[src/rtl/if_fetch_unit_pkg.sv]
// Shared types and defaults for the instruction-fetch stage.
package if_pkg;

    localparam logic [31:0] RESET_PC_DEFAULT = 32'h0000_0000;
    localparam logic [31:0] NOP_INSN_DEFAULT = 32'h0000_0013;  // addi x0,x0,0

    typedef enum logic [1:0] {
        S_REQ   = 2'd0,
        S_WAIT  = 2'd1,
        S_DRAIN = 2'd2
    } fetch_state_t;

    typedef struct packed {
        logic [31:0] pc;
        logic [31:0] insn;
    } fetch_pkt_t;

endpackage

[src/rtl/if_fetch_unit_skid.sv]
// Single-entry {pc, insn} skid buffer that catches a response arriving
// while the downstream output register is stalled.
module fetch_skid_buffer
    import if_pkg::*;
(
    input  logic       clk,
    input  logic       reset,
    input  logic       load,
    input  fetch_pkt_t load_pkt,
    input  logic       unload,
    input  logic       clear,
    output logic       full,
    output fetch_pkt_t pkt
);

    // Occupancy: reset/clear dominate, then load, then unload.
    always_ff @(posedge clk) begin
        if (reset || clear)
            full <= 1'b0;
        else if (load)
            full <= 1'b1;
        else if (unload)
            full <= 1'b0;
    end

    // Payload is only meaningful while full, so it is captured on load only.
    always_ff @(posedge clk) begin
        if (reset)
            pkt <= '0;
        else if (load)
            pkt <= load_pkt;
    end

endmodule

[src/rtl/if_fetch_unit.sv]
// Instruction-fetch stage: owns the PC, keeps one imem request in flight,
// buffers one response across a downstream stall and squashes wrong-path
// fetches on redirect.
module if_fetch_unit
    import if_pkg::*;
#(
    parameter logic [31:0] RESET_PC = RESET_PC_DEFAULT,
    parameter logic [31:0] NOP_INSN = NOP_INSN_DEFAULT
) (
    input  logic        clk,
    input  logic        reset,
    input  logic        stall_in,
    input  logic        redirect_valid,
    input  logic [31:0] redirect_pc,
    output logic        imem_req,
    output logic [31:0] imem_addr,
    input  logic        imem_ready,
    input  logic        imem_rvalid,
    input  logic [31:0] imem_rdata,
    output logic [31:0] PC_out,
    output logic [31:0] ins_out,
    output logic        ins_valid
);

    fetch_state_t state_q, state_d;
    logic [31:0]  pc_q;
    logic [31:0]  req_pc_q;
    logic         skid_full;
    fetch_pkt_t   skid_pkt;
    fetch_pkt_t   resp_pkt;
    logic         out_free;
    logic         accept;
    logic         resp;
    logic         skid_load;
    logic         skid_unload;

    // No new request while a response is parked, so order is preserved.
    assign imem_req    = (state_q == S_REQ) && !skid_full;
    assign imem_addr   = pc_q;
    assign out_free    = !ins_valid || !stall_in;
    assign accept      = imem_req && imem_ready;
    assign resp        = (state_q == S_WAIT) && imem_rvalid;
    assign resp_pkt    = '{pc: req_pc_q, insn: imem_rdata};
    assign skid_load   = resp && !out_free && !redirect_valid;
    assign skid_unload = out_free && skid_full && !redirect_valid;

    fetch_skid_buffer u_skid (
        .clk      (clk),
        .reset    (reset),
        .load     (skid_load),
        .load_pkt (resp_pkt),
        .unload   (skid_unload),
        .clear    (redirect_valid),
        .full     (skid_full),
        .pkt      (skid_pkt)
    );

    // FSM state register.
    always_ff @(posedge clk) begin
        if (reset)
            state_q <= S_REQ;
        else
            state_q <= state_d;
    end

    // Next state; a redirect with a request still in flight detours via
    // S_DRAIN so the stale response is swallowed.
    always_comb begin
        state_d = state_q;
        case (state_q)
            S_REQ:   if (accept) state_d = redirect_valid ? S_DRAIN : S_WAIT;
            S_WAIT:  if (imem_rvalid)         state_d = S_REQ;
                     else if (redirect_valid) state_d = S_DRAIN;
            S_DRAIN: if (imem_rvalid) state_d = S_REQ;
            default: state_d = S_REQ;
        endcase
    end

    // PC: redirect wins; otherwise advance on each accepted request.
    always_ff @(posedge clk) begin
        if (reset) begin
            pc_q     <= RESET_PC;
            req_pc_q <= RESET_PC;
        end else begin
            if (redirect_valid)
                pc_q <= redirect_pc;
            else if (accept)
                pc_q <= pc_q + 32'd4;
            if (accept)
                req_pc_q <= pc_q;
        end
    end

    // IF/ID-facing output register: flush on redirect, refill when free
    // (skid first, then a fresh response, else a bubble), hold otherwise.
    always_ff @(posedge clk) begin
        if (reset) begin
            PC_out    <= '0;
            ins_out   <= NOP_INSN;
            ins_valid <= 1'b0;
        end else if (redirect_valid) begin
            ins_out   <= NOP_INSN;
            ins_valid <= 1'b0;
        end else if (out_free) begin
            if (skid_full) begin
                PC_out    <= skid_pkt.pc;
                ins_out   <= skid_pkt.insn;
                ins_valid <= 1'b1;
            end else if (resp) begin
                PC_out    <= req_pc_q;
                ins_out   <= imem_rdata;
                ins_valid <= 1'b1;
            end else begin
                ins_out   <= NOP_INSN;
                ins_valid <= 1'b0;
            end
        end
    end

endmodule

[config.mk]
export PLATFORM = sky130hd
export DESIGN_NAME = if_fetch_unit
export DESIGN_NICKNAME = d
export VERILOG_FILES = /design/src/rtl/if_fetch_unit_pkg.sv /design/src/rtl/if_fetch_unit_skid.sv /design/src/rtl/if_fetch_unit.sv
export SDC_FILE = /design/constraint.sdc
export NUM_CORES = 1
export LEC_CHECK = 0
export CORE_MARGIN = 10
export CORE_UTILIZATION = 46
export DETAILED_ROUTE_END_ITERATION = 16
export GPL_ROUTABILITY_DRIVEN = 1
export HOLD_SLACK_MARGIN = 0.12
export PLACE_DENSITY = 0.88
export SYNTH_ARGS = -nofsm -noshare
export SYNTH_HDL_FRONTEND = slang
export SYNTH_SLANG_ARGS = --single-unit
[constraint.sdc]
create_clock -name clk -period 1.92 [get_ports clk]
set_input_delay 0.192 -clock clk [delete_from_list [all_inputs] [get_ports clk]]
set_output_delay 0.192 -clock clk [all_outputs]
set_load 0.05 [all_outputs]
; ---- After elaboration in Yosys (flattened, before gate mapping)
; Cells that the tools add are included.
[op_classes]
n_shift = 0
bitwise_logic = 1
div = 0
multipliers = 0
addsub = 1
order_cmp = 0
n_reduce_logical = 21
muxes = 16
eq_ne = 5
[ops]
columns = cell, n
row1 = $mux W32, 6
row2 = $add A32 B3 Y32 const B, 1
row3 = $mux W2, 5
row4 = $logic_and A1 B1 Y1, 7
row5 = $pmux W2 S3, 1
row6 = $reduce_and A3 Y1, 2
row7 = $reduce_bool A2 Y1, 3
row8 = $logic_not A1 Y1, 5
row9 = $mux W1, 4
row10 = $ne A2 B2 Y1 const B, 2
row11 = $ne A3 B3 Y1 const B, 1
row12 = $eq A2 B1 Y1 const B, 1
row13 = $eq A2 B2 Y1 const B, 1
row14 = $logic_not A2 Y1, 1
row15 = $logic_or A1 B1 Y1, 2
row16 = $reduce_or A2 Y1, 1
row17 = $not A1 Y1, 1
[word_totals]
output_inout_bits = 98
input_bits = 70
register_bits = 196
mem_count = 0
latch_bits = 0
ram_bits = 0
mem_bits_ro = 0

; ---- Longest topological paths before layout
[depth]
ltp_word = 6
ltp_mapped = 8
depth_no_buf = 5

; ---- Modules after synthesis
; Synthesis repeated with hierarchy kept, for this count alone.
[unflattened]
cells_unflattened = 900
area_unflattened_um2 = 8140.3
[by_module_without_submodules]
columns = module, n_inst, area_each_um2, seq_area_each_um2, cells_each
row1 = if_fetch_unit, 1, 5819.3, 2622.5, 690
row2 = fetch_skid_buffer, 1, 2321.0, 1301.2, 210

; ---- Least setup slack after synthesis
; Ideal clock, no wire load.
[synth_path]
path_kind = register to register
start = register pc_q[2] (netlist: imem_addr[2])
end = register pc_q[18] (netlist: imem_addr[18])
slack_ns = -0.394
arrival_time_ns = 2.223
path_stages_with_launch = 7
period_less_slack_ns = 2.314
path_cell_list = dfxtp_1 ha_1 and3_1 clkbuf_1 nand4_1 or4_1 a311oi_1
[synth_via]
elab_chain_len = 3
[synth_lines]
columns = element, line_no
row1 = start: declaration, if_fetch_unit.sv:26  ; logic [31:0] pc_q;
row2 = start signal: assignment, if_fetch_unit.sv:86  ; pc_q <= redirect_pc;
row3 = start signal: assignment, if_fetch_unit.sv:88  ; pc_q <= pc_q + 32'd4;
row4 = $add A32 B3 Y32, if_fetch_unit.sv:88
row5 = $mux W32, if_fetch_unit.sv:87  ; else if (accept)
row6 = $mux W32, if_fetch_unit.sv:85  ; if (redirect_valid)
; Every way passes these cells. The select of a mux whose other input is x is not followed.
; A chain may end at the register's enable or synchronous reset.

; ---- Final worst setup path
[layout_path]
start = register state_q[1]
end = register pc_q[13] (netlist: imem_addr[13])
[layout_via]
elab_chain_len = 4
[layout_lines]
columns = element, line_no
row1 = start: declaration, if_fetch_unit.sv:25  ; fetch_state_t state_q, state_d;
row2 = start signal: assignment, if_fetch_unit.sv:63  ; state_q <= state_d;
row3 = $logic_not A2 Y1, if_fetch_unit.sv:38  ; assign imem_req = (state_q == S_REQ) && !skid_full;
row4 = $logic_and A1 B1 Y1, if_fetch_unit.sv:38
row5 = $logic_and A1 B1 Y1, if_fetch_unit.sv:41  ; assign accept = imem_req && imem_ready;
row6 = $reduce_bool A2 Y1 (no line), --
; Every way passes these cells.

==> flow_summary_export.csv <==
group,metric,value,unit
outcome,outcome,"finished with violations",
outcome,failed_checks,"negative setup slack",
sta,hold_viol,0,
worst_setup_path,worst-path-max-fanout,13,
sta,layout_min_cycle_time,1.935,ns
global_route,gr-usage-all-layers,19.76,%
pwr,powerDensity,817.7,nW/um^2
synthesis,async_flop_share,0,%
worst_setup_path,critPathCaptureType,"flop",
route,wl_per_cell,18.16,um
synthesis,mappedNetlistArea,8228,um^2
hold_path,hold_path_class,"in -> reg",
die,die_w,153.7,um
sta,worstMarginPinSlew,0.6696,ns
place,place_congestion,0.9312,
final_layout,layout-area-overhead-vs-synth,35.39,%
sta,fmax,516.7,MHz
synthesis,ys_warn_count,0,
synthesis,synth.distinct_cells,55,
final_layout,num_antenna_cells,0,
clocking,cts_buffers,17,
route,antenna_left,0,
final_layout,layout.nets,1216,
clocking,cts_sinks,196,
sta,finalSetupViolations,3,
route,drt-total-wl,25120,um
sta,fin_ws,-0.01547,ns
route,dr.pass1.iters,5,
sta,relSlewSlack,55.36,%
die,io_pins,168,
global_route,grt_max_degree,152,
pwr,finalPower,9.109,mW
synthesis,synth_enable_flop_cells,0,
worst_setup_path,critPathArrivalTime,2.22,ns
die,die_area,23640,um^2
sta,skew,0.009418,ns
global_route,grt_antenna_before_repair,0,
final_layout,num-fill-cells,1345,
clocking,clk_path_buf_depth,2,
global_route,grt-ovfl-total,0,
place,numPlacedInstances,1344,
sta,finalCritPeriodShare,100.8,%
route,vias,7861,
place,dpl.hpwl,16870,um
sta,rsz0062_at_grt,"yes",
synthesis,ys.flop_type,"dfxtp_1",
synthesis,syn_avg_cell_area,8.404,um^2
clocking,cts_tree,"done",
pwr,p_leak,3.788,nW
final_layout,instances_no_fill,1383,
global_route,grt_pass1_wl,38910,um
die,rows,48,
clocking,clk_latency,0.43,ns
die,core,17420,um^2
sta,slew_viol_final,0,
synthesis,yosysSeqAreaShare,47.69,%
route,vias_per_cell,5.684,
clocking,htree_levels,4,
synthesis,synthCells,979,
worst_setup_path,worstPathRequired,2.20,ns
worst_setup_path,critical_path_class,"reg -> reg",
job,cap_violations,0,
place,dp_worst_setup_slack,-0.5542,ns
clocking,root_buffer,"clkbuf_16",
worst_setup_path,crit_path_start_kind,"flop",
synthesis,syn-num-nets,1050,
die,die_y,153.7,um
sta,holdWs,0.3271,ns
pwr,irDropWorstVdd,584.4,uV
clocking,clkSlewWorstSetupHoldPaths,0.07,ns
global_route,grt_pass1_vias,7309,
final_layout,drive_above_1_share,14.08,%
place,portBuffers,167,
sta,tns,-0.02507,ns
die,start_util,47.24,%
route,drc,0,
synthesis,yosys_register_bits,196,
route,drtIter0Drc,803,
## synthesized netlist by cell type, types with 2 or more instances
| library cell | count | area (um^2) |
|---|---|---|
| o31ai_1 | 2 | 15.01 |
| inv_1 | 8 | 30.03 |
| a311o_1 | 2 | 20.02 |
| o211ai_1 | 5 | 37.54 |
| mux2_2 | 29 | 326.6 |
| and4_1 | 5 | 43.79 |
| a211oi_1 | 43 | 322.8 |
| o311a_1 | 2 | 20.02 |
| and3_1 | 7 | 43.79 |
| xnor2_1 | 3 | 26.28 |
| o211a_1 | 2 | 20.02 |
| xor2_1 | 5 | 43.79 |
| o311ai_0 | 3 | 26.28 |
| nor4_1 | 6 | 37.54 |
| nand4_1 | 11 | 68.82 |
| o21ai_0 | 14 | 70.07 |
| nand2b_1 | 2 | 12.51 |
| a311oi_1 | 4 | 35.03 |
| a31oi_1 | 3 | 18.77 |
| nand2_1 | 223 | 837.1 |
| dfxtp_1 | 196 | 3924 |
| a21oi_1 | 104 | 520.5 |
| clkbuf_1 | 71 | 266.5 |
| and2_1 | 6 | 37.54 |
| buf_2 | 2 | 10.01 |
| nor2_1 | 84 | 315.3 |
| a221oi_1 | 2 | 17.52 |
| mux2i_1 | 39 | 390.4 |
| a21boi_0 | 2 | 15.01 |
| a211o_1 | 2 | 17.52 |
| or4_1 | 6 | 45.04 |
| nand3_1 | 12 | 60.06 |
| or3_1 | 12 | 75.07 |
| a22oi_1 | 29 | 217.7 |
| nor3_1 | 9 | 45.04 |
| buf_1 | 5 | 18.77 |
## state kept, by name, summed over array words and instances, names as in the netlist
name         flops
state_q          2
u_skid.full      1
u_skid.pkt      64
PC_out          32
ins_out         32
req_pc_q        32
imem_addr       32
ins_valid        1
## layout by cell type, fill, tap and decap left out, types with 6 or more instances in the layout
cell and n:
nand2_1 223, dfxtp_1 172, clkdlybuf4s50_1 151, a21oi_1 103, nor2_1 84, buf_4 58
a211oi_1 43, mux2i_1 39, mux2_2 29, a22oi_1 29, clkbuf_16 20, dfxtp_2 16
o21ai_0 14, nand3_1 12, nand4_1 11, or3_1 11, inv_1 8, dfxtp_4 8
nor3_1 7, and3_1 7, buf_12 7, and2_1 6, nor4_1 6, or4_1 6
## power breakdown
group	switching [mW]	internal [mW]	leakage, nW	total, mW
clock network	1.59	2.17	0.309	3.76
registers	0.119	4.16	1.60	4.28
logic	0.625	0.439	1.88	1.06
total	2.34	6.77	3.79	9.11
## area by class of cell
cell class	count	area (um^2)	area share, %
Inverter	9	33.78	0.3033
Clock inverter	10	128.9	1.157
Tap cell	225	281.5	2.527
Clock buffer	22	506.7	4.549
Timing Repair Buffer	226	2212	19.86
Sequential cell	196	3974	35.67
Multi-Input combinational cell	695	4003	35.93
## metrics by stage
step           cell area [um^2]  utilization (%)
2_1_floorplan              8285                -
3_3_place_gp              10390            59.67
3_5_place_dp              10390            59.67
4_1_cts                   11060            63.49
5_1_grt                   11140            63.96
6_report                  11140            63.96
## worst max-delay path: stages (launching register included)
cell and delay [ns]:
dfxtp_2 0.33, buf_4 0.15, nor4b_4 0.36, buf_6 0.21
nand2_1 0.13, o21a_1 0.20, a2111oi_0 0.41
## worst paths after layout
kind | start | to | slack (ns) | cells past startpoint
min | redirect_pc[8] | imem_addr[8]$_SDFFE_PP0P_ | 0.33 | 3
max | state_q[1]$_SDFFE_PP0P_ | imem_addr[13]$_SDFFE_PP0P_ | -0.02 | 6
max reg2reg | state_q[1]$_SDFFE_PP0P_ | imem_addr[13]$_SDFFE_PP0P_ | -0.02 | 6
min reg2reg | u_skid.pkt[5]$_SDFFE_PP0P_ | u_skid.pkt[5]$_SDFFE_PP0P_ | 0.45 | 2
## logic make-up (layout without fill, tap and decap cells)
logic type,Yosys count,count (layout),share of synthesized area (%)
compound gates,226,226,17.52
xor+xnor,8,8,0.8516
fa+ha+maj,1,1,0.1520
buf+inv,88,267,4.136
flops,196,196,47.69
mux,68,68,8.713
simple gates,392,392,20.94
## per-layer routing
layer	part of all wire [%]	GRT usage, %	up-vias
met5	0	0	-
met4	3.3	8.772	0
met3	7.3	5.105	55
met2	48	31.72	323
met1	41	24.38	3726
li1	-	-	3757
## what timing repair did
| action | in CTS | in global routing |
|---|---|---|
| hold buffers | 1 | 0 |
| pin swaps | 1 | 3 |
| endpoints found under the setup margin | 48 | 43 |
| gates cloned | 0 | 1 |
| endpoints found under the hold margin | 1 | 0 |
| resized for setup | 8 | 6 |
| setup buffers | 0 | 5 |
(Power assumes the default switching activity.)
==> RTL edit 1, RTL diff (config.mk and constraints unchanged) <==
Encoding of `fetch_state_t`: now one-hot (3 bits for 3 states).
--- a/src/rtl/if_fetch_unit_pkg.sv
+++ b/src/rtl/if_fetch_unit_pkg.sv
@@ -4,10 +4,10 @@
     localparam logic [31:0] RESET_PC_DEFAULT = 32'h0000_0000;
     localparam logic [31:0] NOP_INSN_DEFAULT = 32'h0000_0013;  // addi x0,x0,0
 
-    typedef enum logic [1:0] {
-        S_REQ   = 2'd0,
-        S_WAIT  = 2'd1,
-        S_DRAIN = 2'd2
+    typedef enum logic [2:0] {
+        S_REQ   = 3'b001,
+        S_WAIT  = 3'b010,
+        S_DRAIN = 3'b100
     } fetch_state_t;
 
     typedef struct packed {
Check against the original RTL: same outputs for any inputs over 4 cycles, from zero or initial values and one cycle with reset high; so few cycles prove little.
==> RTL edit 1 against the unedited design <==
  * The run still ends with setup timing left
  * Final area up 1.6%
  * Routed wire length up 2.6%
  * Synthesized area up 0.90%
  * Via count up 1.9%
  * Power down 5.0%
  * Global-route usage up 0.24 points
  * Sequential power about the same
  * Cell count up 2.0%
  * Sequential cell count up 1
  * Worst setup slack worse by 0.10 ns
  * Worst hold slack better by 0.0047 ns
==> RTL edit 1: results <==
[outcome]
status = "finished with violations"
violations = "setup timing"

[synthesis]
synth_flop_cell = "dfxtp_1"
synthTopCellsByCount = "nand2_1, dfxtp_1, a21oi_1"
yosysUniqueCellTypes = 48
synth_area_leaders = "dfxtp_1, nand2_1, a21oi_1"
syn_nets = 1071
synth_seq_area_share_pct = 47.5
synthCells = 1000

[global_routing]
grt_max_degree = 120
grt_usage_pct = 20.0
grt_pass1_wl_um = 39800
antenna_found_initial = 2
grt_pass1_vias = 7558

[route]
drtIter0Drc = 707
avgRoutedWirePerCell_um = 18.3
routed_wl_um = 25800
vias = 8010
dr.pass1.iters = 6

[cts]
htree_levels = 4
clkSlewWorstSetupHoldPaths_ns = 0.07

[sta]
finalSetupTns_ns = -0.714
layout_setup_ws_ns = -0.120
holdWs_ns = 0.332
relSlewSlack_pct = 60.8
setup_viol = 14
finClkSkew_ns = 0.00944

[layout]
largest_register_ffs = 64
nets = 1237
final_layout_size_suffix_gt1_share_pct = 15.5

[power_and_ir_drop]
ir_drop_v = 0.000672
p_leak_nw = 3.76

[worst_setup_path]
crit_start = "u_skid.full"
r2r-end = "imem_addr[17]"
crit_fanout = 6
cp.arrival_ns = 2.38
ff2ff_path_depth = 6
endpoint_kind = "register"

[placement]
finalWeightedCongestion = 0.918
numPortBuffers = 167
dpl.hpwl_um = 17200
place_area_um2 = 10500
post-place-ws_ns = -0.131
dp.cells = 1370

[hold_path]
hold_start = "redirect_pc[24]"
worstHoldPathCells = 3
hold_end = "imem_addr[24]"
==> RTL edit 1: area by class of cell <==
type,count,area [um^2]
inverters,9,38.8
diodes,2,5.00
clock inverters,13,97.6
flip-flops and latches,197,3990
multi-input cells,712,4140
clock buffers,19,453
well taps,229,287
repair buffers,229,2310
fillers,1327,6520
==> RTL edit 1: where the power goes <==
group | leakage [nW] | switching (mW) | internal (mW) | total [mW]
sequential | 1.61 | 0.101 | 4.17 | 4.27
clock | 0.267 | 1.57 | 1.74 | 3.31
combinational | 1.89 | 0.603 | 0.462 | 1.07
==> RTL edit 1: critical path: stages, from the launching register on <==
cell and delay (ns):
dfxtp_4 0.34, or4b_4 0.55, clkinv_4 0.10, nand4_1 0.13, buf_6 0.18, or4_4 0.41
a311oi_2 0.23
==> RTL edit 1: cell families (layout without fill, tap and decap cells) <==
group                    count (synthesis)  after routing  synth area share, %
AO/OA/AOI/OAI                          221            221                 16.4
other                                    0              2                    0
flip-flops                             197            197                 47.5
XOR/XNOR                                 8              8                0.844
AND/OR/NAND/NOR                        416            416                 22.2
adder cells (fa/ha/maj)                  1              1                0.151
multiplexers                            66             66                 8.39
buffers and inverters                   91            270                 4.52
==> RTL edit 1: timing repair <==
item                                   CTS  global route
setup buffers                            2             2
gates cloned                             1             0
resized for setup                       19            32
hold buffers                             1             0
endpoints found under the hold margin    3             0
pin swaps                               10            12
setup endpoints to repair               59            60
==> RTL edit 1: routing by layer <==
metal / wire length, um / part of all wire, % / global-route usage [%] / up-vias
li1: - / - / - / 3817
met1: 10700 / 42 / 25.0 / 3761
met2: 12300 / 48 / 32.0 / 362
met3: 1750 / 6.8 / 4.83 / 70
met4: 987 / 3.8 / 8.91 / 0
met5: 0 / 0 / 0 / -
==> RTL edit 2, RTL diff (same settings) <==
Without the edit above. Make the reset (`reset`) asynchronous in 4 clocked blocks.
--- a/src/rtl/if_fetch_unit_skid.sv
+++ b/src/rtl/if_fetch_unit_skid.sv
@@ -24,7 +24,7 @@
     end
 
     // Payload is only meaningful while full, so it is captured on load only.
-    always_ff @(posedge clk) begin
+    always_ff @(posedge clk or posedge reset) begin
         if (reset)
             pkt <= '0;
         else if (load)
--- a/src/rtl/if_fetch_unit.sv
+++ b/src/rtl/if_fetch_unit.sv
@@ -56,7 +56,7 @@
     );
 
     // FSM state register.
-    always_ff @(posedge clk) begin
+    always_ff @(posedge clk or posedge reset) begin
         if (reset)
             state_q <= S_REQ;
         else
@@ -77,7 +77,7 @@
     end
 
     // PC: redirect wins; otherwise advance on each accepted request.
-    always_ff @(posedge clk) begin
+    always_ff @(posedge clk or posedge reset) begin
         if (reset) begin
             pc_q     <= RESET_PC;
             req_pc_q <= RESET_PC;
@@ -93,7 +93,7 @@
 
     // IF/ID-facing output register: flush on redirect, refill when free
     // (skid first, then a fresh response, else a bubble), hold otherwise.
-    always_ff @(posedge clk) begin
+    always_ff @(posedge clk or posedge reset) begin
         if (reset) begin
             PC_out    <= '0;
             ins_out   <= NOP_INSN;
Function: differs if reset is asserted again (counterexample within 4 cycles, from zero or initial values and one cycle with reset high); with reset held inactive, the same outputs for 4 cycles.
==> RTL edit 2 against the unedited design <==
  * The flow still finishes with violations (setup timing)
  * Sequential cell count is the same
  * Cell count shrank 16%
  * Worst setup slack worse by 0.12 ns
  * First-iteration DRC count fell by 41%
  * Synthesized area up 2.3%
  * Routed wire length down 6.7%
  * Final area rose by 2.9%
  * Die area rose by 2.0%
  * Critical endpoint is now imem_addr[15]
Power is not compared: it rests on default switching activity, and its combinational part moved more than twofold at a synthesized area within 25%.
==> RTL edit 2: results <==
[synthesis]
syn_nets = 780
synth_flop_cell = "dfrtp_1"
synth_seq_area_share_pct = 58.3
synthCells = 709
yosysUniqueCellTypes = 42
synthTopCellsByCount = "dfrtp_1, mux2_2, nand2_1"
synth_area_leaders = "dfrtp_1, mux2_2, o21ai_0"
ys_warn_count = 0
async_reset_ff_share_pct = 99.5

[worst_setup_path]
cpMaxStageDelayCell = "or4_4"
critPathMaxStageDelay_ns = 0.64
crit_fanout = 7
crit_start = "state_q[0]"

[placement]
dp.cells = 1118
dpl.hpwl_um = 15700
place_area_um2 = 10700
post-place-ws_ns = -0.353
finalWeightedCongestion = 0.883
numPortBuffers = 167

[global_routing]
grt_pass1_wl_um = 36400
antenna_found_initial = 2
grt_max_degree = 112
grt_pass1_vias = 6804
grt_usage_pct = 18.7

[outcome]
status = "finished with violations"
violations = "setup timing"

[route]
avgRoutedWirePerCell_um = 20.2
drtIter0Drc = 477
routed_wl_um = 23400
dr.pass1.iters = 4
vias_per_cell = 5.63

[power_and_ir_drop]
ir_drop_v = 0.000687
p_leak_nw = 4.92

[layout]
nFillCells = 1342
final_layout_size_suffix_gt1_share_pct = 25.5
largest_register_ffs = 64
nets = 989
top_register = "u_skid.pkt"

[cts]
numCtsBuffers = 17
clkSlewWorstSetupHoldPaths_ns = 0.07
clock-root-buffer = "clkbuf_16"
htree_levels = 4
worstSkewPairLatency_ns = 0.43
clockBufferDepth = 2

[sta]
finClkSkew_ns = 0.0122
setup_viol = 11
tightest_slew_ns = 0.583
finalSetupTns_ns = -0.974
layout_setup_ws_ns = -0.139

[hold_path]
hold_path_class = "in2async"
[RTL edit 2: repair_timing]
action / 4_1_cts / 5_1_grt
gates cloned: 0 / 1
gates resized for setup: 30 / 13
setup buffers: 5 / 6
setup endpoints to repair: 35 / 17
pin swaps: 3 / 5
[RTL edit 2: worst max-delay path: cells and delay by family, from the launching register on]
family                 cells  cell delay (ns)
buffers and inverters      1             0.17
AND/OR/NAND/NOR            3             1.27
AO/OA/AOI/OAI              1             0.16
flip-flops                 1             0.39
[RTL edit 2: layout make-up]
| class | instances | area [um^2] | share of cell area, % |
|---|---|---|---|
| Sequential cell | 196 | 4910 | 42.8 |
| Multi-Input combinational cell | 461 | 3410 | 29.7 |
| Clock inverter | 13 | 146 | 1.28 |
| Inverter | 9 | 37.5 | 0.327 |
| Antenna cell | 2 | 5.00 | 0.0436 |
| Clock buffer | 19 | 443 | 3.86 |
| Timing Repair Buffer | 233 | 2230 | 19.5 |
| Tap cell | 229 | 287 | 2.50 |
[RTL edit 2: logic make-up (layout without fill, tap and decap cells)]
kind of cell             count (synthesis)  count (layout)  share of synthesized area, %
AO/OA/AOI/OAI                          142             142                          10.2
multiplexers                           136             136                          17.7
AND/OR/NAND/NOR                        171             172                          10.2
flip-flops                             196             196                          58.3
other                                    0               2                             0
buffers and inverters                   53             274                          2.53
adder cells (fa/ha/maj)                  1               1                         0.149
XOR/XNOR                                10              10                          1.04
[RTL edit 2: stage by stage]
step                      power (mW)  hold slack (ns)
after floorplan                 7.40            0.271
after global placement          8.80            0.461
after detailed placement        8.91            0.469
after CTS                       12.5            0.312
after global routing            12.9            0.324
final                           12.4            0.323
[RTL edit 2: routing by layer]
metal | GRT usage [%] | wire (um)
met1 | 22.0 | 9430
met4 | 8.24 | 773
met3 | 4.94 | 1380
met2 | 31.4 | 11800
met5 | 0 | 0
[RTL edit 2: final timing paths]
check / depth (start not counted) / endpoint
max: 5 / imem_addr[15]
min: 3 / ins_valid
max reg2reg: 5 / imem_addr[15]
min reg2reg: 2 / PC_out[28]
max in group asynchronous: 3 / u_skid.pkt[28]
min in group clk: 3 / imem_addr[4]
[RTL edit 2: report_power, final]
| group | leakage, nW | switching, mW | internal [mW] |
|---|---|---|---|
| clock network | 0.273 | 1.60 | 1.97 |
| registers | 2.53 | 0.430 | 4.76 |
| logic | 2.12 | 2.28 | 1.35 |
